$ cat src/rtl/rb_write_arbiter_pkg.sv
// Shared definitions for the register-bank write arbiter: default widths and grant encoding.
// Optional feature macro used by the top: ZERO_REG_EN (address 0 is a discard target).
package rb_write_arbiter_pkg;
    localparam int RB_DW   = 32;
    localparam int RB_AW   = 5;
    localparam int RB_NREG = 1 << RB_AW;

    typedef enum logic {
        GNT_A = 1'b0,
        GNT_B = 1'b1
    } gnt_e;
endpackage

$ cat src/rtl/rb_write_arbiter_wr_fifo.sv
// Per-requester write FIFO; exposes per-entry valid/address so the top can build the pending mask.
module rb_wr_fifo #(
    parameter int DEPTH = 2,
    parameter int AW    = 5,
    parameter int DW    = 32
) (
    input  logic                      clk,
    input  logic                      rst_n,
    input  logic                      push,
    input  logic                      pop,
    input  logic [AW-1:0]             in_addr,
    input  logic [DW-1:0]             in_data,
    output logic                      full,
    output logic                      empty,
    output logic [AW-1:0]             head_addr,
    output logic [DW-1:0]             head_data,
    output logic [DEPTH-1:0]          ent_valid,
    output logic [DEPTH-1:0][AW-1:0]  ent_addr
);
    localparam int PW = $clog2(DEPTH);

    logic [DEPTH-1:0][AW-1:0] mem_addr;
    logic [DEPTH-1:0][DW-1:0] mem_data;
    logic [PW-1:0]            rd_ptr, wr_ptr;
    logic [PW:0]              count;
    logic                     do_push, do_pop;

    assign full    = (count == (PW+1)'(DEPTH));
    assign empty   = (count == '0);
    // Fullness is judged before the edge, so a same-cycle pop never makes room for a push.
    assign do_push = push && !full;
    assign do_pop  = pop && !empty;

    assign head_addr = mem_addr[rd_ptr];
    assign head_data = mem_data[rd_ptr];
    assign ent_addr  = mem_addr;

    always_comb begin
        ent_valid = '0;
        for (int i = 0; i < DEPTH; i++) begin
            logic [PW-1:0] off;
            off = PW'(i) - rd_ptr;
            ent_valid[i] = ({1'b0, off} < count);
        end
    end

    always_ff @(posedge clk or negedge rst_n) begin
        if (!rst_n) begin
            rd_ptr <= '0;
            wr_ptr <= '0;
            count  <= '0;
        end else begin
            if (do_push) wr_ptr <= wr_ptr + 1'b1;
            if (do_pop)  rd_ptr <= rd_ptr + 1'b1;
            case ({do_push, do_pop})
                2'b10:   count <= count + 1'b1;
                2'b01:   count <= count - 1'b1;
                default: count <= count;
            endcase
        end
    end

    always_ff @(posedge clk) begin
        if (do_push) begin
            mem_addr[wr_ptr] <= in_addr;
            mem_data[wr_ptr] <= in_data;
        end
    end
endmodule

$ cat src/rtl/rb_write_arbiter.sv
// Round-robin arbiter sharing the register-bank write port between ALU (A) and load (B) writeback.
// Optional macro ZERO_REG_EN: writes to address 0 are drained but never committed.
module rb_write_arbiter
    import rb_write_arbiter_pkg::*;
#(
    parameter int DW    = RB_DW,
    parameter int AW    = RB_AW,
    parameter int DEPTH = 2
) (
    input  logic             clk,
    input  logic             rst_n,
    input  logic             a_valid,
    output logic             a_ready,
    input  logic [AW-1:0]    a_addr,
    input  logic [DW-1:0]    a_data,
    input  logic             b_valid,
    output logic             b_ready,
    input  logic [AW-1:0]    b_addr,
    input  logic [DW-1:0]    b_data,
    output logic             RW,
    output logic [AW-1:0]    wR,
    output logic [DW-1:0]    wD,
    output logic [2**AW-1:0] pending,
    output logic             busy
);
    logic                     a_full, a_empty, b_full, b_empty;
    logic [AW-1:0]            a_haddr, b_haddr, sel_addr;
    logic [DW-1:0]            a_hdata, b_hdata, sel_data;
    logic [DEPTH-1:0]         a_ent_valid, b_ent_valid;
    logic [DEPTH-1:0][AW-1:0] a_ent_addr, b_ent_addr;
    logic                     gnt_a, gnt_b, commit;
    gnt_e                     last_grant, last_grant_next;

    rb_wr_fifo #(.DEPTH(DEPTH), .AW(AW), .DW(DW)) u_fifo_a (
        .clk(clk), .rst_n(rst_n), .push(a_valid), .pop(gnt_a),
        .in_addr(a_addr), .in_data(a_data), .full(a_full), .empty(a_empty),
        .head_addr(a_haddr), .head_data(a_hdata),
        .ent_valid(a_ent_valid), .ent_addr(a_ent_addr)
    );

    rb_wr_fifo #(.DEPTH(DEPTH), .AW(AW), .DW(DW)) u_fifo_b (
        .clk(clk), .rst_n(rst_n), .push(b_valid), .pop(gnt_b),
        .in_addr(b_addr), .in_data(b_data), .full(b_full), .empty(b_empty),
        .head_addr(b_haddr), .head_data(b_hdata),
        .ent_valid(b_ent_valid), .ent_addr(b_ent_addr)
    );

    assign a_ready = !a_full;
    assign b_ready = !b_full;

    always_ff @(posedge clk or negedge rst_n) begin
        if (!rst_n) last_grant <= GNT_B;
        else        last_grant <= last_grant_next;
    end

    always_comb begin
        last_grant_next = last_grant;
        if (gnt_a)      last_grant_next = GNT_A;
        else if (gnt_b) last_grant_next = GNT_B;
    end

    // Contention goes to whichever side did not win last.
    always_comb begin
        gnt_a = !a_empty && (b_empty || last_grant == GNT_B);
        gnt_b = !b_empty && (a_empty || last_grant == GNT_A);
    end

    assign sel_addr = gnt_a ? a_haddr : b_haddr;
    assign sel_data = gnt_a ? a_hdata : b_hdata;

`ifdef ZERO_REG_EN
    assign commit = (gnt_a || gnt_b) && (sel_addr != '0);
`else
    assign commit = gnt_a || gnt_b;
`endif

    always_ff @(posedge clk or negedge rst_n) begin
        if (!rst_n) begin
            RW <= 1'b0;
            wR <= '0;
            wD <= '0;
        end else begin
            RW <= commit;
            if (commit) begin
                wR <= sel_addr;
                wD <= sel_data;
            end
        end
    end

    always_comb begin
        pending = '0;
        for (int i = 0; i < DEPTH; i++) begin
            if (a_ent_valid[i]) pending[a_ent_addr[i]] = 1'b1;
            if (b_ent_valid[i]) pending[b_ent_addr[i]] = 1'b1;
        end
        if (RW) pending[wR] = 1'b1;
`ifdef ZERO_REG_EN
        pending[0] = 1'b0;
`endif
    end

    assign busy = !a_empty || !b_empty || RW;
endmodule

$ cat config.mk
export PLATFORM = sky130hd
export DESIGN_NAME = rb_write_arbiter
export DESIGN_NICKNAME = d
export VERILOG_FILES = /design/src/rtl/rb_write_arbiter_pkg.sv /design/src/rtl/rb_write_arbiter_wr_fifo.sv /design/src/rtl/rb_write_arbiter.sv
export SDC_FILE = /design/constraint.sdc
export NUM_CORES = 1
export LEC_CHECK = 0
export CAP_MARGIN = 25
export CORE_MARGIN = 2
export CORE_UTILIZATION = 45
export CTS_BUF_LIST = sky130_fd_sc_hd__clkbuf_2
export CTS_CLUSTER_SIZE = 25
export DETAILED_ROUTE_END_ITERATION = 12
export PLACE_DENSITY = 0.71
export SLEW_MARGIN = 25
export SYNTH_ARGS = -nofsm -noshare
export SYNTH_HDL_FRONTEND = slang
export SYNTH_SLANG_ARGS = --single-unit
$ cat constraint.sdc
create_clock -name clk -period 6.5 [get_ports clk]
set_clock_uncertainty 0.05 [all_clocks]
set_input_delay 0.975 -clock clk [delete_from_list [all_inputs] [get_ports clk]]
set_output_delay 0.975 -clock clk [all_outputs]
set_load 0.01 [all_outputs]
==> impl_metrics.env <==
export IMPL_syn_num_nets=803
export IMPL_arrival_ns=3.54
export IMPL_p_seq_share_pct=43.9
export IMPL_r2r_start="u_fifo_a.count[0]$_DFFE_PN0P_"
export IMPL_regToRegSetupSlack_ns=4.22
export IMPL_initial_utilization_pct=46.0
export IMPL_maxCapViolations=0
export IMPL_required_ns=5.47
export IMPL_grt_ovfl_total=0
export IMPL_routed_via_density=5.86
export IMPL_post_cts_buffers=0
export IMPL_syn_cell_area_sq_um=8990
export IMPL_ys_seq_area_share_pct=62.5
export IMPL_via_count=6614
export IMPL_synthCells=723
export IMPL_wirelength_um=24700
export IMPL_layout_drive_gt1_share_pct=10.6
export IMPL_worstSetupStartpointType="flip-flop"
export IMPL_post_cts_resized=0
export IMPL_globalplace_congestion=0.983
export IMPL_outcome="finished clean"
export IMPL_path_cells="nor2b_4 > o211ai_1 > o22ai_1 > or3_1 > clkdlybuf4s50_1"
export IMPL_worstSkewPairLatency_ns=0.76
export IMPL_multi_input_area_sq_um=3160
export IMPL_drtPass1Iterations=5
export IMPL_std_cell_rows=51
export IMPL_crit_fanout=44
export IMPL_io_buffers=150
export IMPL_crit_slowest_cell="dfrtp_4"
export IMPL_slowest_delay_ns=0.91
export IMPL_met3_usage_pct=6.11
export IMPL_cts_buffers=17
export IMPL_ys_top_cells_by_area="edfxtp_1 49%, dfrtp_1 13%, o22ai_1 4.7%"
export IMPL_synth_seq_cells=195
export IMPL_fin_crit_ns=4.56
export IMPL_hpwl_um=16900
export IMPL_drc=0
export IMPL_hold_viol=0
export IMPL_busiest_layer="met2"
export IMPL_cp_end_kind="output port"
export IMPL_worstMarginPinSlew_ns=0.996
export IMPL_ios=151
export IMPL_grt_pass1_wl_um=38100
export IMPL_grt_max_degree=71
export IMPL_fin_nets=929
export IMPL_path_clk_slew_ns=0.27
export IMPL_grtUsageMet2_pct=37.2
export IMPL_h_tree_depth=4
export IMPL_switchingPower_mw=2.02
export IMPL_seq_area_sq_um=5630
export IMPL_synth_main_ff_cell="edfxtp_1"
export IMPL_mostFrequentLayoutCells="149 x clkdlybuf4s50_1, 148 x edfxtp_1, 67 x o22ai_1, 56 x nand2_1, 44 x dfrtp_1"
export IMPL_ys_warn_count=0
export IMPL_dieArea_sq_um=21100
export IMPL_final_max_slew_viol_count=0
export IMPL_ant_nets=0
export IMPL_grt_usage_pct=23.5
export IMPL_use_met1_pct=30.4
export IMPL_cts_root_buf="clkbuf_2"
export IMPL_worst_slew_margin_rel_pct=33.6
export IMPL_finalSetupTns_ns=0
export IMPL_peakVddDrop_mv=0.252
export IMPL_numClockSinks=195
export IMPL_antenna_found_initial=3
export IMPL_timing_final_crit_share_pct=70.2
export IMPL_final_setup_worst_slack_ns=1.94
export IMPL_setup_viol=0
export IMPL_synthArstFlopShare_pct=24.1
export IMPL_dpl_worst_slack_ns=2.61
export IMPL_synth_area_leader_cell="edfxtp_1"
export IMPL_drt_initial_drc_count=415
export IMPL_rr_worst_depth=4
export IMPL_nFillCells=1697
export IMPL_synth_top_cell_area_share_pct=49.4
export IMPL_synth_edff_count=148
export IMPL_rsz0062_at_grt="no"
export IMPL_max_freq_ghz=0.219
export IMPL_synth_distinct_cells=56
export IMPL_p_comb_share_pct=45.5
export IMPL_timing_worst_setup_path_type="flip-flop to output port"
export IMPL_die_w_um=145
export IMPL_core_area_sq_um=19500
export IMPL_syn_to_final_growth_pct=21.1
export IMPL_hp_class="input pin to asynchronous set/reset pin"
export IMPL_p_per_area_nw_per_um2=449
export IMPL_die_h_um=145
export IMPL_grt_pass1_vias=6699
export IMPL_p_clk_share_pct=10.6
export IMPL_power_leakage_nw=3.85
export IMPL_p_int_mw=2.87
export IMPL_ctsHoldBuffers=0
export IMPL_wl_per_cell_um=21.9
export IMPL_switching_share_pct=41.3
export IMPL_final_common_cell="clkdlybuf4s50_1"
export IMPL_avgSynthCellArea_sq_um=12.4
export IMPL_r2r_end="u_fifo_a.mem_data[2]$_DFFE_PP_"
export IMPL_cts_tree="yes"
export IMPL_clk_path_buf_depth=2
-- per-layer routing --
layer	routed length [um]	share of wire, %
met5	27	0.11
met4	811	3.3
met3	1840	7.4
met2	11700	47
met1	10300	42
-- state kept, by name (all words and copies together) (netlist names) --
signal / cells
u_fifo_a.ent_addr: 10
u_fifo_a.rd_ptr: 1
u_fifo_b.mem_data: 64
u_fifo_a.wr_ptr: 1
u_fifo_a.count: 2
RW: 1
wD: 32
last_grant: 1
wR: 5
u_fifo_b.count: 2
u_fifo_a.mem_data: 64
u_fifo_b.wr_ptr: 1
u_fifo_b.ent_addr: 10
u_fifo_b.rd_ptr: 1
-- power by group through the flow --
stage                     sequential, mW  combinational [mW]  clock (mW)
final                               2.15                2.22       0.517
after global routing                2.20                2.41       0.581
after CTS                           2.14                2.24       0.532
after detailed placement            2.17                2.23           0
after global placement              2.17                2.19           0
after floorplan                     1.96                1.49           0
-- through the flow --
stage | cell area [sq um] | hold slack [ns] | cells | utilization (%) | total power [mW]
after global routing | 10900 | 0.194 | 1128 | 55.8 | 5.19
after CTS | 10900 | 0.167 | 1127 | 55.7 | 4.91
after floorplan | 8990 | 0.411 | 723 | - | 3.45
final | 10900 | 0.228 | 1128 | 55.8 | 4.89
after detailed placement | 10700 | 0.490 | 1095 | 54.7 | 4.40
after global placement | 10700 | 0.478 | 1095 | 54.7 | 4.36
-- area by class of cell --
class | instances | area share [%]
Clock inverter | 13 | 0.988
Multi-Input combinational cell | 474 | 29.1
Sequential cell | 195 | 51.7
Timing Repair Buffer | 156 | 14.2
Inverter | 5 | 0.172
Tap cell | 265 | 3.05
Antenna cell | 1 | 0.0230
Clock buffer | 19 | 0.873
-- critical path: cells and delay by family (launching register included) --
family                 cells  cell delay, ns
DFF                        1            0.91
buffers and inverters      1            0.49
and+or+nand+nor            2            0.49
AOI/OAI and AO/OA          2            0.89
-- cells by family (layout without fill, tap and decap cells) --
family / after synthesis / after routing / share of synthesized area [%]
AO/OA/AOI/OAI: 196 / 196 / 13.6
other: 0 / 1 / 0
AND/OR/NAND/NOR: 198 / 198 / 11.9
buffers and inverters: 54 / 193 / 2.63
multiplexers: 68 / 68 / 8.04
XOR/XNOR: 10 / 10 / 0.974
adder cells (fa/ha/maj): 2 / 2 / 0.278
flip-flops: 195 / 195 / 62.5
-- worst max-delay path by stage --
stage,from,end,slack (ns)
final,u_fifo_a.rd_ptr$_DFFE_PN0P_,pending[7],1.94
after global routing,u_fifo_a.rd_ptr$_DFFE_PN0P_,pending[31],1.76
after CTS,u_fifo_a.rd_ptr$_DFFE_PN0P_,pending[7],1.64
after detailed placement,u_fifo_a.rd_ptr$_DFFE_PN0P_,pending[7],2.61
after global placement,u_fifo_a.rd_ptr$_DFFE_PN0P_,pending[7],2.62
after floorplan,a_valid,u_fifo_a.ent_addr[0]$_DFFE_PP_,3.39
-- cell usage after synthesis (7+ instances only) --
cell and n:
a21oi_1 37, a22oi_1 15, buf_2 9, clkbuf_1 32
dfrtp_1 46, edfxtp_1 148, mux2_2 34, mux2i_1 34
nand2_1 56, nand3_1 15, nand3b_1 16, nor2_1 33
nor2b_1 13, nor3b_1 11, o211ai_1 9, o21ai_0 34
o22ai_1 67, or3_1 19, xnor2_1 7
Power figures use the tool's default switching activity.
